### src/rtl/pipe_elastic_stage.sv
// Elastic register chain: DEPTH valid/ready stages of WIDTH bits with bubble collapse,
// flush and registered occupancy. Stage 0 faces the producer, stage DEPTH-1 the consumer.

module pipe_elastic_slot #(
  parameter int unsigned WIDTH    = 32,
  parameter bit          CLR_DATA = 1'b1
) (
  input  logic             clk_i,
  input  logic             reset_i,
  input  logic             flush_i,
  input  logic             rdy_i,
  input  logic             up_v_i,
  input  logic [WIDTH-1:0] up_d_i,
  output logic             v_d_o,
  output logic             v_q_o,
  output logic [WIDTH-1:0] d_q_o
);
  logic             v_d, v_q;
  logic [WIDTH-1:0] d_d, d_q;

  always_comb begin
    v_d = v_q;
    d_d = d_q;
    if (reset_i || flush_i) begin
      v_d = 1'b0;
      if (CLR_DATA) d_d = '0;
    end else if (rdy_i) begin
      // a ready slot always takes whatever upstream offers, bubble included
      v_d = up_v_i;
      if (up_v_i)        d_d = up_d_i;
      else if (CLR_DATA) d_d = '0;
    end
  end

  always_ff @(posedge clk_i) begin
    v_q <= v_d;
    d_q <= d_d;
  end

  assign v_d_o = v_d;
  assign v_q_o = v_q;
  assign d_q_o = d_q;
endmodule

module pipe_elastic_stage #(
  parameter int unsigned WIDTH    = 32,
  parameter int unsigned DEPTH    = 2,
  parameter bit          CLR_DATA = 1'b1,
  localparam int unsigned CW      = $clog2(DEPTH + 1)
) (
  input  logic             clk_i,
  input  logic             reset_i,
  input  logic             flush_i,
  input  logic             in_valid_i,
  output logic             in_ready_o,
  input  logic [WIDTH-1:0] in_data_i,
  output logic             out_valid_o,
  input  logic             out_ready_i,
  output logic [WIDTH-1:0] out_data_o,
  output logic [CW-1:0]    count_o
);
  logic [DEPTH:0]            rdy;
  logic [DEPTH:0]            vld_pipe;
  logic [DEPTH:0][WIDTH-1:0] dat_pipe;
  logic [DEPTH-1:0]          v_d;
  logic [DEPTH-1:0]          v_q;
  logic [DEPTH-1:0][WIDTH-1:0] d_q;
  logic [CW-1:0]             count_d, count_q;

  // Ready ripples from the consumer back to the producer; an empty slot breaks the stall.
  assign rdy[DEPTH] = out_ready_i;
  assign in_ready_o = rdy[0] & ~flush_i;

  assign vld_pipe = {v_q, in_valid_i & in_ready_o};
  assign dat_pipe = {d_q, in_data_i};

  genvar gi;
  generate
    for (gi = 0; gi < DEPTH; gi++) begin : g_slot
      assign rdy[gi] = ~v_q[gi] | rdy[gi+1];

      pipe_elastic_slot #(
        .WIDTH    (WIDTH),
        .CLR_DATA (CLR_DATA)
      ) u_slot (
        .clk_i   (clk_i),
        .reset_i (reset_i),
        .flush_i (flush_i),
        .rdy_i   (rdy[gi]),
        .up_v_i  (vld_pipe[gi]),
        .up_d_i  (dat_pipe[gi]),
        .v_d_o   (v_d[gi]),
        .v_q_o   (v_q[gi]),
        .d_q_o   (d_q[gi])
      );
    end
  endgenerate

  // Occupancy follows the next-state valids so it lands on the same edge as v[].
  always_comb begin
    count_d = '0;
    for (int i = 0; i < DEPTH; i++) count_d = count_d + CW'(v_d[i]);
  end

  always_ff @(posedge clk_i) begin
    count_q <= count_d;
  end

  assign out_valid_o = v_q[DEPTH-1];
  assign out_data_o  = d_q[DEPTH-1];
  assign count_o     = count_q;
endmodule

### config.mk
export PLATFORM = sky130hd
export DESIGN_NAME = pipe_elastic_stage
export DESIGN_NICKNAME = d
export VERILOG_FILES = /design/src/rtl/pipe_elastic_stage.sv
export SDC_FILE = /design/constraint.sdc
export NUM_CORES = 1
export LEC_CHECK = 0
export CAP_MARGIN = 40
export CORE_MARGIN = 5
export CORE_UTILIZATION = 45
export CTS_CLUSTER_DIAMETER = 120
export DETAILED_ROUTE_END_ITERATION = 10
export PLACE_DENSITY = 0.82
export SLEW_MARGIN = 5
export SYNTH_ARGS = -nofsm -noshare
export SYNTH_HDL_FRONTEND = slang
export SYNTH_SLANG_ARGS = --single-unit
### constraint.sdc
create_clock -name clk_i -period 1.67 [get_ports clk_i]
set_clock_uncertainty 0.1 [all_clocks]
set_input_delay 0.334 -clock clk_i [delete_from_list [all_inputs] [get_ports clk_i]]
set_output_delay 0.334 -clock clk_i [all_outputs]
set_load 0.1 [all_outputs]
==> impl_metrics.py <==
metrics = {
    "power_and_ir_drop": {
        "power_mw": 3.25,
        "p_comb_share_pct": 7.4,
        "p_sw_mw": 0.710,
        "p_int_mw": 2.54,
        "leakagePower_nw": 1.34,
        "vdd_drop_max_mv": 0.444,
        "swShare_pct": 21.8,
        "power.share.sequential_pct": 51.1,
        "clockPowerShare_pct": 41.5,
        "powerDensity_nw_per_um2": 844,
    },
    "synthesis": {
        "ys_ff_latch": 68,
        "synth_edf_count": 0,
        "syn_area_per_cell_um2": 8.41,
        "async_flop_share_pct": 0,
        "yosys.area.top_type_share_pct": 49.7,
        "synthFlopType": "dfxtp_1",
        "syn_inst": 326,
        "yosys-top-cells-count": "96 x nand2_1, 68 x dfxtp_1, 35 x buf_4",
        "yosysSeqAreaShare_pct": 49.7,
        "syn_area_um2": 2740,
        "synth_largest_area_cell": "dfxtp_1",
        "syn_nets": 364,
        "synth.top_cells.by_area": "dfxtp_1 50%, nand2_1 13%, buf_4 9.6%",
        "yosysWarnings": 0,
        "yosysMostFrequentCell": "nand2_1",
        "ys_types": 20,
    },
    "clock_network": {
        "clk_latency_ns": 0.33,
        "clock_sinks": 68,
        "path_clk_slew_ns": 0.07,
        "cts_tree": "done",
        "ctsRootBufferMaster": "clkbuf_8",
        "cts_made_buffers": 9,
        "ctsHoldBuffers": 0,
        "clockBufferDepth": 2,
        "cts_max_level": 3,
    },
    "placed_design": {
        "hpwl_um": 4400,
        "routabilityCongestion": 0.744,
        "io_buffers": 72,
    },
    "sta": {
        "hold_violations": 0,
        "whs_ns": 0.350,
        "rsz0062_at_grt": "false",
        "tns_ns": 0,
        "setup_viol": 0,
        "maxSlewViolCount": 0,
        "relSlewSlack_pct": 77.8,
        "period_minus_slack_ns": 1.61,
        "fin_crit_sh_pct": 96.2,
        "max_freq_mhz": 622,
        "tightest_slew_ns": 0.332,
    },
    "global_routing": {
        "grt_max_degree": 44,
        "antenna_found_initial": 0,
        "grt_usage_pct": 16.5,
        "grt.overflow.total": 0,
        "first_global_vias": 2108,
        "grt_pass1_wl_um": 9730,
    },
    "route": {
        "met2_length_um": 3100,
        "drc": 0,
        "via_count": 2206,
        "dr.pass1.iters": 4,
        "via_per_inst": 4.95,
        "drtAntennaViolNets": 0,
        "dr.max_layer_used": "met4",
        "met1_length_um": 2400,
        "drtIter0Drc": 110,
        "wl_met3_um": 520,
        "wl_per_cell_um": 13.7,
        "finalWirelength_um": 6130,
    },
    "setup_path": {
        "cp.arrival_ns": 1.17,
        "cpLargestDelayFamily": "flip-flops",
        "path_cells": "nor2b_4 -> a21oi_4 -> buf_12",
        "critical_path.slowest_cell": "dfxtp_4",
        "crit_type": "flip-flop to output port",
        "cp-end-kind": "output port",
        "path_max_fanout": 4,
        "critPathRequiredTime_ns": 1.24,
        "slowest_delay_ns": 0.36,
        "path_buf_inv": 1,
        "start_kind": "flip-flop",
    },
    "floorplan": {
        "die_area_um2": 7750,
        "num_rows": 28,
        "die_h_um": 88.0,
        "core_um2": 5920,
        "die_x_um": 88.0,
        "io_pins": 73,
        "initial_core_util_pct": 46.3,
    },
    "cells_and_area": {
        "nNetsFinal": 404,
        "num_antenna_cells": 0,
        "drive_gt1_share_pct": 18.6,
        "syn2layout_area_growth_pct": 40.5,
    },
    "run_status": {
        "status": "complete, no violations",
    },
    "job": {
        "drv_cap": 0,
    },
    "hold_path": {
        "hp-class": "flip-flop to flip-flop",
    },
}
==> flip-flops by register name, summed over array words and instances (netlist names) <==
register,flops
g_slot.u_slot.v_q_o,2
count_o,2
g_slot.u_slot.d_q_o,64
==> final timing paths <==
check                                               start                                       to  slack, ns  depth (start not counted)
setup / recovery           g_slot[1].u_slot.v_q_o$_DFF_P_                               in_ready_o       0.06                          3
hold / removal    g_slot[0].u_slot.d_q_o[22]$_SDFFE_PP0N_  g_slot[0].u_slot.d_q_o[22]$_SDFFE_PP0N_       0.35                          2
setup reg to reg           g_slot[0].u_slot.v_q_o$_DFF_P_                       count_o[0]$_DFF_P_       0.29                          3
hold reg to reg   g_slot[0].u_slot.d_q_o[22]$_SDFFE_PP0N_  g_slot[0].u_slot.d_q_o[22]$_SDFFE_PP0N_       0.35                          2
==> per-layer routing <==
layer  global-route usage, %  up-vias
li1                        -     1118
met1                    18.4      998
met2                    28.3       79
met3                    6.77       11
met4                    6.18        0
met5                       0        -
==> tightest hold or removal path, cell delays in order, from the launching register on <==
cell and delay (ns):
dfxtp_1 0.31, nand2_1 0.05, o21ai_1 0.05
==> power groups by stage <==
| stage | Combinational [mW] | Clock, mW | Sequential [mW] |
|---|---|---|---|
| detailed placement | 0.242 | 0 | 1.70 |
| global route | 0.255 | 1.46 | 1.66 |
| CTS | 0.241 | 1.38 | 1.66 |
| global placement | 0.238 | 0 | 1.70 |
| floorplan | 0.0964 | 0 | 1.71 |
| finish | 0.239 | 1.35 | 1.66 |
==> cell usage in the layout (no fill, tap or decap) <==
master	instances
o21ai_1	9
dlygate4sd2_1	2
nand2b_1	1
a21oi_4	1
dfxtp_1	67
nor2b_4	1
nand3_1	32
inv_4	1
clkinv_2	2
o21ai_0	23
nor2_4	1
a21oi_1	32
nor3b_4	1
nand2_1	96
clkdlybuf4s50_1	34
bufinv_16	1
buf_4	7
clkbuf_1	1
nand3b_1	1
inv_1	2
dfxtp_4	1
buf_12	41
ha_1	1
o21ai_4	1
clkbuf_8	11
a211oi_1	1
==> cell families after synthesis <==
family,after synthesis,synth area share (%)
AO/OA/AOI/OAI,67,12.7
adder cells (fa/ha/maj),1,0.457
buffers and inverters,57,16.3
flip-flops,68,49.7
AND/OR/NAND/NOR,133,20.8
==> repair_timing <==
item	CTS	global route
resized for setup	2	0
setup buffers	0	1
endpoints found under the setup margin	1	1
==> cell type report <==
cell class	instances	area, um2
Fill cell	449	2070
Sequential cell	68	1370
Timing Repair Buffer	84	1230
Multi-Input combinational cell	201	951
Clock buffer	12	155
Tap cell	75	93.8
Clock inverter	4	46.3
Inverter	2	7.51
==> metrics by stage <==
step | instance area, um2 | utilization [%] | worst slack (ns) | std cells
final | 3850 | 65.0 | 0.0632 | 446
after CTS | 3840 | 64.9 | 0.0155 | 445
after detailed placement | 3640 | 61.5 | -0.163 | 429
after floorplan | 2760 | - | -0.205 | 326
after global placement | 3640 | 61.5 | -0.130 | 429
after global routing | 3850 | 65.0 | 0.00798 | 446
No activity file was read; power rests on OpenSTA's default activity.
